`config.mk`:
```
export PLATFORM = sky130hd
export DESIGN_NAME = alu32_seq_ctrl
export DESIGN_NICKNAME = d
export VERILOG_FILES = /design/src/rtl/alu_seq_pkg.sv /design/src/rtl/alu_seq_opdec.sv /design/src/rtl/alu32_seq_ctrl.sv
export SDC_FILE = /design/constraint.sdc
export NUM_CORES = 1
export LEC_CHECK = 0
export ABC_AREA = 0
export BUFFER_PORTS_ARGS = -buffer_cell sky130_fd_sc_hd__buf_2
export CAP_MARGIN = 20
export CORE_UTILIZATION = 40
export DETAILED_ROUTE_END_ITERATION = 7
export PLACE_DENSITY_LB_ADDON = 0.08
export SLEW_MARGIN = 20
export SYNTH_ARGS = -nofsm -noshare
export SYNTH_HDL_FRONTEND = slang
export SYNTH_SLANG_ARGS = --single-unit
```
`constraint.sdc`:
```
create_clock -name clk -period 2.7 [get_ports clk]
set_clock_uncertainty 0.2 [all_clocks]
set_input_delay 0.54 -clock clk [delete_from_list [all_inputs] [get_ports clk]]
set_output_delay 0.54 -clock clk [all_outputs]
set_load 0.05 [all_outputs]
```
`src/rtl/alu_seq_pkg.sv`:
```
// alu_seq_pkg: opcode constants and sequencer state encoding for alu32_seq_ctrl
package alu_seq_pkg;
    localparam logic [2:0] OP_AND = 3'b000;
    localparam logic [2:0] OP_OR  = 3'b001;
    localparam logic [2:0] OP_ADD = 3'b010;
    localparam logic [2:0] OP_SUB = 3'b110;
    localparam logic [2:0] OP_SLT = 3'b111;
    typedef enum logic [1:0] {S_IDLE, S_LO, S_HI, S_DONE} state_t;
endpackage

```
`src/rtl/alu_seq_opdec.sv`:
```
// alu_seq_opdec: decodes a request opcode into legality, class, ALU opcode and first-pass carry-in
module alu_seq_opdec
    import alu_seq_pkg::*;
(
    input  logic [2:0] i_op,
    output logic       o_legal,
    output logic       o_is_arith,
    output logic       o_is_slt,
    output logic [2:0] o_alu_op,
    output logic       o_cin0
);
    // SLT runs on the ALU as SUB; illegal codes never reach the ALU
    always_comb begin
        o_is_slt   = (i_op == OP_SLT);
        o_is_arith = (i_op == OP_ADD) | (i_op == OP_SUB);
        o_legal    = o_is_slt | o_is_arith | (i_op == OP_AND) | (i_op == OP_OR);
        o_alu_op   = o_is_slt ? OP_SUB : (o_legal ? i_op : OP_AND);
        o_cin0     = o_legal & i_op[2];
    end
endmodule

```
`src/rtl/alu32_seq_ctrl.sv`:
```
// alu32_seq_ctrl: runs 32-bit ops as two carry-chained passes on a shared 16-bit ALU
// Optional op counter enabled by defining ALU_SEQ_PERF_CNT_EN.
module alu32_seq_ctrl
    import alu_seq_pkg::*;
#(
    parameter int HALF  = 16,
    parameter int CNT_W = 16
) (
    input  logic              clk,
    input  logic              rst_n,
    input  logic              req_valid,
    output logic              req_ready,
    input  logic [2:0]        req_op,
    input  logic [2*HALF-1:0] req_a,
    input  logic [2*HALF-1:0] req_b,
    output logic [HALF-1:0]   alu_a,
    output logic [HALF-1:0]   alu_b,
    output logic              alu_cin,
    output logic              alu_less,
    output logic [2:0]        alu_op,
    input  logic [HALF-1:0]   alu_result,
    input  logic              alu_cout,
    input  logic              alu_zero,
    input  logic              alu_overflow,
    output logic              resp_valid,
    input  logic              resp_ready,
    output logic [2*HALF-1:0] resp_result,
    output logic              resp_cout,
    output logic              resp_zero,
    output logic              resp_ovf,
    output logic              resp_illegal,
    output logic [CNT_W-1:0]  op_count
);
    state_t            r_state, w_next;
    logic [2*HALF-1:0] r_a, r_b, r_res;
    logic [2:0]        r_alu_op, w_alu_op;
    logic              r_cin0, r_arith, r_slt, r_illegal;
    logic              r_cout_lo, r_zero_lo, r_zero_hi, r_cout, r_ovf;
    logic              w_legal, w_arith, w_slt, w_cin0;
    logic              w_lo, w_hi, w_done, w_slt_bit, w_req_hs;

    alu_seq_opdec u_dec (
        .i_op       (req_op),
        .o_legal    (w_legal),
        .o_is_arith (w_arith),
        .o_is_slt   (w_slt),
        .o_alu_op   (w_alu_op),
        .o_cin0     (w_cin0)
    );

    // state, latched request and per-pass result capture
    always_ff @(posedge clk or negedge rst_n) begin
        if (!rst_n) begin
            r_state   <= S_IDLE;
            r_a       <= '0;
            r_b       <= '0;
            r_res     <= '0;
            r_alu_op  <= '0;
            r_cin0    <= 1'b0;
            r_arith   <= 1'b0;
            r_slt     <= 1'b0;
            r_illegal <= 1'b0;
            r_cout_lo <= 1'b0;
            r_zero_lo <= 1'b0;
            r_zero_hi <= 1'b0;
            r_cout    <= 1'b0;
            r_ovf     <= 1'b0;
        end else begin
            r_state <= w_next;
            if (w_req_hs) begin
                r_a       <= req_a;
                r_b       <= req_b;
                r_alu_op  <= w_alu_op;
                r_cin0    <= w_cin0;
                r_arith   <= w_arith;
                r_slt     <= w_slt;
                r_illegal <= ~w_legal;
            end
            if (w_lo) begin
                r_res[HALF-1:0] <= alu_result;
                r_cout_lo       <= alu_cout;
                r_zero_lo       <= alu_zero;
            end
            if (w_hi) begin
                r_res[2*HALF-1:HALF] <= alu_result;
                r_cout               <= alu_cout;
                r_ovf                <= alu_overflow;
                r_zero_hi            <= alu_zero;
            end
        end
    end

    // next state; a DONE handshake may accept the following request on the same edge
    always_comb begin
        w_next = r_state;
        case (r_state)
            S_IDLE:  if (req_valid) w_next = w_legal ? S_LO : S_DONE;
            S_LO:    w_next = S_HI;
            S_HI:    w_next = S_DONE;
            S_DONE:  if (resp_ready) w_next = !req_valid ? S_IDLE : (w_legal ? S_LO : S_DONE);
            default: w_next = S_IDLE;
        endcase
    end

    // ALU drive and response outputs, all zero outside their owning states
    always_comb begin
        w_lo         = (r_state == S_LO);
        w_hi         = (r_state == S_HI);
        w_done       = (r_state == S_DONE);
        req_ready    = rst_n & ((r_state == S_IDLE) | (w_done & resp_ready));
        w_req_hs     = req_valid & req_ready;
        alu_a        = w_lo ? r_a[HALF-1:0] : (w_hi ? r_a[2*HALF-1:HALF] : '0);
        alu_b        = w_lo ? r_b[HALF-1:0] : (w_hi ? r_b[2*HALF-1:HALF] : '0);
        alu_cin      = w_lo ? r_cin0 : (w_hi & r_cout_lo);
        alu_op       = (w_lo | w_hi) ? r_alu_op : 3'b000;
        alu_less     = 1'b0;
        w_slt_bit    = r_res[2*HALF-1] ^ r_ovf;
        resp_valid   = w_done;
        resp_result  = (!w_done || r_illegal) ? '0 : (r_slt ? {{(2*HALF-1){1'b0}}, w_slt_bit} : r_res);
        resp_zero    = w_done & ~r_illegal & (r_slt ? ~w_slt_bit : (r_zero_lo & r_zero_hi));
        resp_cout    = w_done & r_arith & r_cout;
        resp_ovf     = w_done & r_arith & r_ovf;
        resp_illegal = w_done & r_illegal;
    end

`ifdef ALU_SEQ_PERF_CNT_EN
    logic [CNT_W-1:0] r_cnt;
    // count completed response handshakes, wrapping naturally
    always_ff @(posedge clk or negedge rst_n) begin
        if (!rst_n) r_cnt <= '0;
        else if (resp_valid & resp_ready) r_cnt <= r_cnt + 1'b1;
    end
    assign op_count = r_cnt;
`else
    assign op_count = '0;
`endif
endmodule

```
# --- Word-level counts from Yosys, hierarchy flattened ---
# Index checks and enable logic that the tools add are counted.
word_totals:
  register_bits: 110
  inputBits: 90
  output_inout_bits: 91
  word_cells: 67
classes:
  eq_ne: 9
  n_mux: 16
  bitwise: 22
  reduce_logical: 5
op_table:
  columns: ["cell", "n"]
  rows:
  - ["16-bit two-way mux", 4]
  - ["32-bit two-way mux", 2]
  - ["1-bit AND", 12]
  - ["3-bit two-way mux", 3]
  - ["2-bit two-way mux", 4]
  - ["2-bit one-hot mux with 4 select lines", 1]
  - ["3-bit equality test, second input constant", 2]
  - ["1-bit bitwise OR", 6]
  - ["2-bit equality test, second input constant", 2]
  - ["3-bit by 1-bit equality test with 1-bit output, second input constant", 1]
  - ["3-bit by 2-bit equality test with 1-bit output, second input constant", 1]
  - ["3-bit zero test", 1]
  - ["1-bit inverter", 3]
  - ["2-bit by 1-bit equality test with 1-bit output, second input constant", 1]
  - ["2-bit zero test", 1]
  - ["1-bit two-way mux", 2]
  - ["2-bit by 1-bit != test with 1-bit output, second input constant", 1]
  - ["2-bit != test, second input constant", 1]
  - ["2-bit AND reduction", 1]
  - ["1-bit zero test", 1]
  - ["1-bit logical OR", 1]
  - ["1-bit XOR", 1]

# --- Longest topological paths before layout ---
depth:
  word_depth: 9
  depth_mapped: 7
  ltp_nobuf: 5

# --- By module ---
# A second synthesis with hierarchy kept.
hier_totals:
  cells_unflattened: 370
  hier_area_um2: 5043.6
by_module_without_submodules:
  columns: ["mod", "instances", "cells_each", "area_per_inst_um2", "seq_area_each_um2"]
  rows:
  - ["alu32_seq_ctrl", 1, 361, 4984.8, 2752.6]
  - ["alu_seq_opdec", 1, 9, 58.8, 0.0]

# --- Worst setup path before layout ---
# No wires, ideal clock.
synth_timing:
  path_type: "reg2out"
  from: "reg r_state[0]"
  to: "out resp_result[0]"
  arrival_ns: 2.351
  required_ns: 1.960
  path_slack_ns: -0.391
  stages_incl_launch_ff: 4
  n_path_buf: 0
  path_cell_list: "dfrtp_1 > ha_1 > nand2b_1 > a211oi_1"
synth_via:
  elab_chain_len: 4
synth_lines:
  columns: ["element", "line_no", "rtl"]
  rows:
  - ["start, declared", "alu32_seq_ctrl.sv:34", "state_t r_state, w_next;"]
  - ["start signal, assigned", "alu32_seq_ctrl.sv:69", "r_state <= w_next;"]
  - ["2-bit equality test", "alu32_seq_ctrl.sv:109", "w_done = (r_state == S_DONE);"]
  - ["via resp_valid", "alu32_seq_ctrl.sv:25", "output logic resp_valid,"]
  - ["1-bit zero test", "alu32_seq_ctrl.sv:119", "resp_result = (!w_done || r_illegal) ? '0 : (r_slt ? {{(2*HALF-1){1'b0}}, w_slt_bit} : r_res);"]
  - ["1-bit logical OR", "alu32_seq_ctrl.sv:119", null]
  - ["32-bit two-way mux", "alu32_seq_ctrl.sv:119", null]
  - ["end, declared", "alu32_seq_ctrl.sv:27", "output logic [2*HALF-1:0] resp_result,"]
# The timed path passes the listed nets, and every way through them passes these cells.

# --- Worst setup path after layout ---
layout_timing:
  from: "reg r_state[1]"
  to: "out alu_a[15]"
layout_via:
  elab_chain_len: 3
  word_cells_on_any_way: 4
  classes_between: "2 x eq/ne; 2 x mux"
layout_lines:
  columns: ["element", "line_no", "rtl"]
  rows:
  - ["2-bit equality test", "alu32_seq_ctrl.sv:108", "w_hi = (r_state == S_HI);"]
  - ["16-bit two-way mux", "alu32_seq_ctrl.sv:112", "alu_a = w_lo ? r_a[HALF-1:0] : (w_hi ? r_a[2*HALF-1:HALF] : '0);"]
  - ["16-bit two-way mux (*)", "alu32_seq_ctrl.sv:112", null]
  - ["end, declared", "alu32_seq_ctrl.sv:16", "output logic [HALF-1:0] alu_a,"]
# Every way passes the cells marked *; elsewhere a longest branch is shown, timed or not.

==> impl_metrics.env <==
export IMPL_run_status="complete, no violations"
export IMPL_peakVddDrop_mv=0.725
export IMPL_netlist_area_um2=5080
export IMPL_holdWs_ns=0.150
export IMPL_cellPowerDensity_nw_per_um2=1470
export IMPL_gp_congestion=0.730
export IMPL_grt_overflow_total=0
export IMPL_postSynthAreaPerCell_um2=13.6
export IMPL_cp_arrival_ns=1.86
export IMPL_ys_ff_latch=110
export IMPL_p_switching_mw=4.23
export IMPL_grt_max_degree=57
export IMPL_pwr_share_clk=0.141
export IMPL_synth_cell_types=33
export IMPL_rsz0062_at_grt="yes"
export IMPL_fin_cells=710
export IMPL_cts_tree="done"
export IMPL_viasPerCell=4.83
export IMPL_clk_pin_slew_ns=0.07
export IMPL_nets=633
export IMPL_p_int_mw=5.46
export IMPL_grt_pass1_wl_mm=17.4
export IMPL_power_frac_comb=0.555
export IMPL_die_area_um2=13200
export IMPL_clk_path_buf_depth=2
export IMPL_finalSetupViolations=0
export IMPL_placedCellCount=691
export IMPL_first_global_vias=3487
export IMPL_drt_iter0_markers=102
export IMPL_worst_path_max_fanout=8
export IMPL_cts_root_buf="clkbuf_16"
export IMPL_maxSlewViolCount=0
export IMPL_antenna_found_initial=1
export IMPL_max_slew_worst_pin_slew_ns=0.717
export IMPL_power_mw=9.69
export IMPL_diodes=0
export IMPL_port_buffers=163
export IMPL_cp_start_kind="flop"
export IMPL_period_share=0.963
export IMPL_clock_latency_ns=0.34
export IMPL_ys_seq_area_frac=0.541
export IMPL_syn_inst=373
export IMPL_cts_htree_levels=3
export IMPL_layout_min_cycle_time_ns=2.60
export IMPL_post_route_util=0.541
export IMPL_grtUsageTotal=0.174
export IMPL_endpoint_kind="output pin"
export IMPL_path_class="flop to output pin"
export IMPL_num_vias=3428
export IMPL_ioPinCount=181
export IMPL_cts_buffers=9
export IMPL_core_um2=12200
export IMPL_drive_gt1_frac=0.563
export IMPL_start_util=0.416
export IMPL_cap_viol_max_count=0
export IMPL_worstPathRequired_ns=1.96
export IMPL_die_h_um=115
export IMPL_drt_first_pass_iters=4
export IMPL_die_x_um=115
export IMPL_wl_per_cell_um=15.9
export IMPL_place_hpwl_mm=7.59
export IMPL_max_slew_margin=0.522
export IMPL_postRouteAntennaNets=0
export IMPL_fmax_ghz=0.385
export IMPL_switching_share=0.436
export IMPL_seq_power_share=0.304
export IMPL_finalHoldViolations=0
export IMPL_fin_setup_tns_ns=0
export IMPL_area_delta_synth_final_pct=29.8
export IMPL_drc=0
export IMPL_p_leak_nw=3.16
export IMPL_routed_wirelength_mm=11.3
export IMPL_clock_sinks=110
export IMPL_ys_warn_count=0
export IMPL_rows=40
export IMPL_min_path_type="primary input to async pin"
cell usage after synthesis:
master	number	share of area
a31oi_1	2	0.0025
a21oi_1	3	0.0030
or2_2	1	0.0012
buf_6	6	0.013
nor2_8	1	0.0039
and3_1	2	0.0025
nor2_1	3	0.0022
buf_2	5	0.0049
a21o_1	3	0.0044
o211ai_1	1	0.0015
o31ai_2	1	0.0025
or2_1	1	0.0012
conb_1	1	0.00074
nor2b_1	2	0.0025
clkbuf_1	11	0.0081
mux2_2	89	0.20
nand2b_1	6	0.0074
a21oi_4	1	0.0032
a22o_1	33	0.057
nand3_1	1	0.00098
xnor2_1	1	0.0017
o21ai_0	7	0.0069
dfrtp_1	110	0.54
nand3b_1	2	0.0030
mux2_4	12	0.035
buf_4	17	0.025
nand2_1	4	0.0030
inv_1	2	0.0015
o22a_1	1	0.0017
nor3_1	1	0.00098
and2_1	36	0.044
a211oi_1	2	0.0030
ha_1	5	0.012
cell type report:
type                    instances  area (um2)
clock buffers                  11         233
clock inverters                 4        72.6
inverters                       2        7.51
flip-flops and latches        110        2760
fillers                      1099        5610
well taps                     168         210
multi-input cells             238        2170
repair buffers                177        1160
registers in the layout (all words and copies together), names as in the netlist:
register and flops:
r_zero_lo 1, r_state 2, r_cout 1, r_b 32
r_zero_hi 1, r_illegal 1, r_cin0 1, r_cout_lo 1
r_slt 1, r_a 32, r_ovf 1, r_alu_op 3
r_arith 1, r_res 32
metrics by stage:
stage | setup WS [ns] | instance area, um2
detailed placement | 0.310 | 6060
global route | -0.0141 | 6600
floorplan | 0.158 | 5150
finish | 0.100 | 6600
global placement | 0.394 | 6060
CTS | 0.00369 | 6380
logic make-up after synthesis:
kind of cell / synth area share
muxes: 0.233
other: 0.000737
xor gates and xnor gates: 0.00172
AOI/OAI and AO/OA: 0.0854
buffers and inverters: 0.0529
DFF: 0.541
adders and majority gates: 0.0123
and+or+nand+nor: 0.0731
repair_timing:
item	CTS	global route
endpoints found under the setup margin	32	64
gates cloned	0	3
setup buffers	0	1
pin swaps	0	1
gates resized for setup	5	79
hold buffers	0	0
endpoints found under the hold margin	0	0
critical path: stages, from the launching register on:
cell and delay, ns:
dfrtp_2 0.45, inv_2 0.07, ha_2 0.21, nor2b_4 0.24, clkbuf_16 0.22, a22o_1 0.17, buf_6 0.17
metal layers:
layer,GRT usage,vias up,wire [um]
li1,-,1612,-
met1,0.218,1684,5100
met2,0.273,121,5120
met3,0.0648,11,925
met4,0.0753,0,171
met5,0,-,0
worst paths after layout:
kind / cells past startpoint / endpoint / from / slack, ns
worst max register to register: 7 / r_b[29] / r_state[0] / 0.49
min in group clk: 2 / r_a[21] / req_a[21] / 0.22
worst min register to register: 1 / r_cin0 / r_cin0 / 0.28
worst max-delay path: 6 / alu_a[15] / r_state[1] / 0.10
max in group asynchronous: 3 / r_res[0] / rst_n / 0.94
worst min-delay path: 2 / r_res[18] / rst_n / 0.15
cells in the final DEF (no fill, tap or decap), drive strengths merged, types with 2 or more instances in the layout:
| cell | count |
|---|---|
| buf | 163 |
| dfrtp | 110 |
| mux2 | 101 |
| and2 | 36 |
| a22o | 33 |
| clkbuf | 25 |
| conb | 17 |
| o21ai | 7 |
| nand2b | 6 |
| ha | 5 |
| nand2 | 4 |
| a21oi | 4 |
| nor2 | 4 |
| a21o | 3 |
| inv | 2 |
| nand3b | 2 |
| and3 | 2 |
| a31oi | 2 |
| bufinv | 2 |
| a211oi | 2 |
| nor2b | 2 |
| or2 | 2 |
power by group through the flow:
stage | sequential, mW | clock [mW] | combinational [mW]
final | 2.94 | 1.37 | 5.38
after global routing | 3.07 | 1.48 | 5.69
after CTS | 2.93 | 1.42 | 5.04
after detailed placement | 2.96 | 0 | 5.01
after global placement | 2.93 | 0 | 4.95
after floorplan | 2.82 | 0 | 3.99
Note: power is estimated with default switching activity, not from simulation.
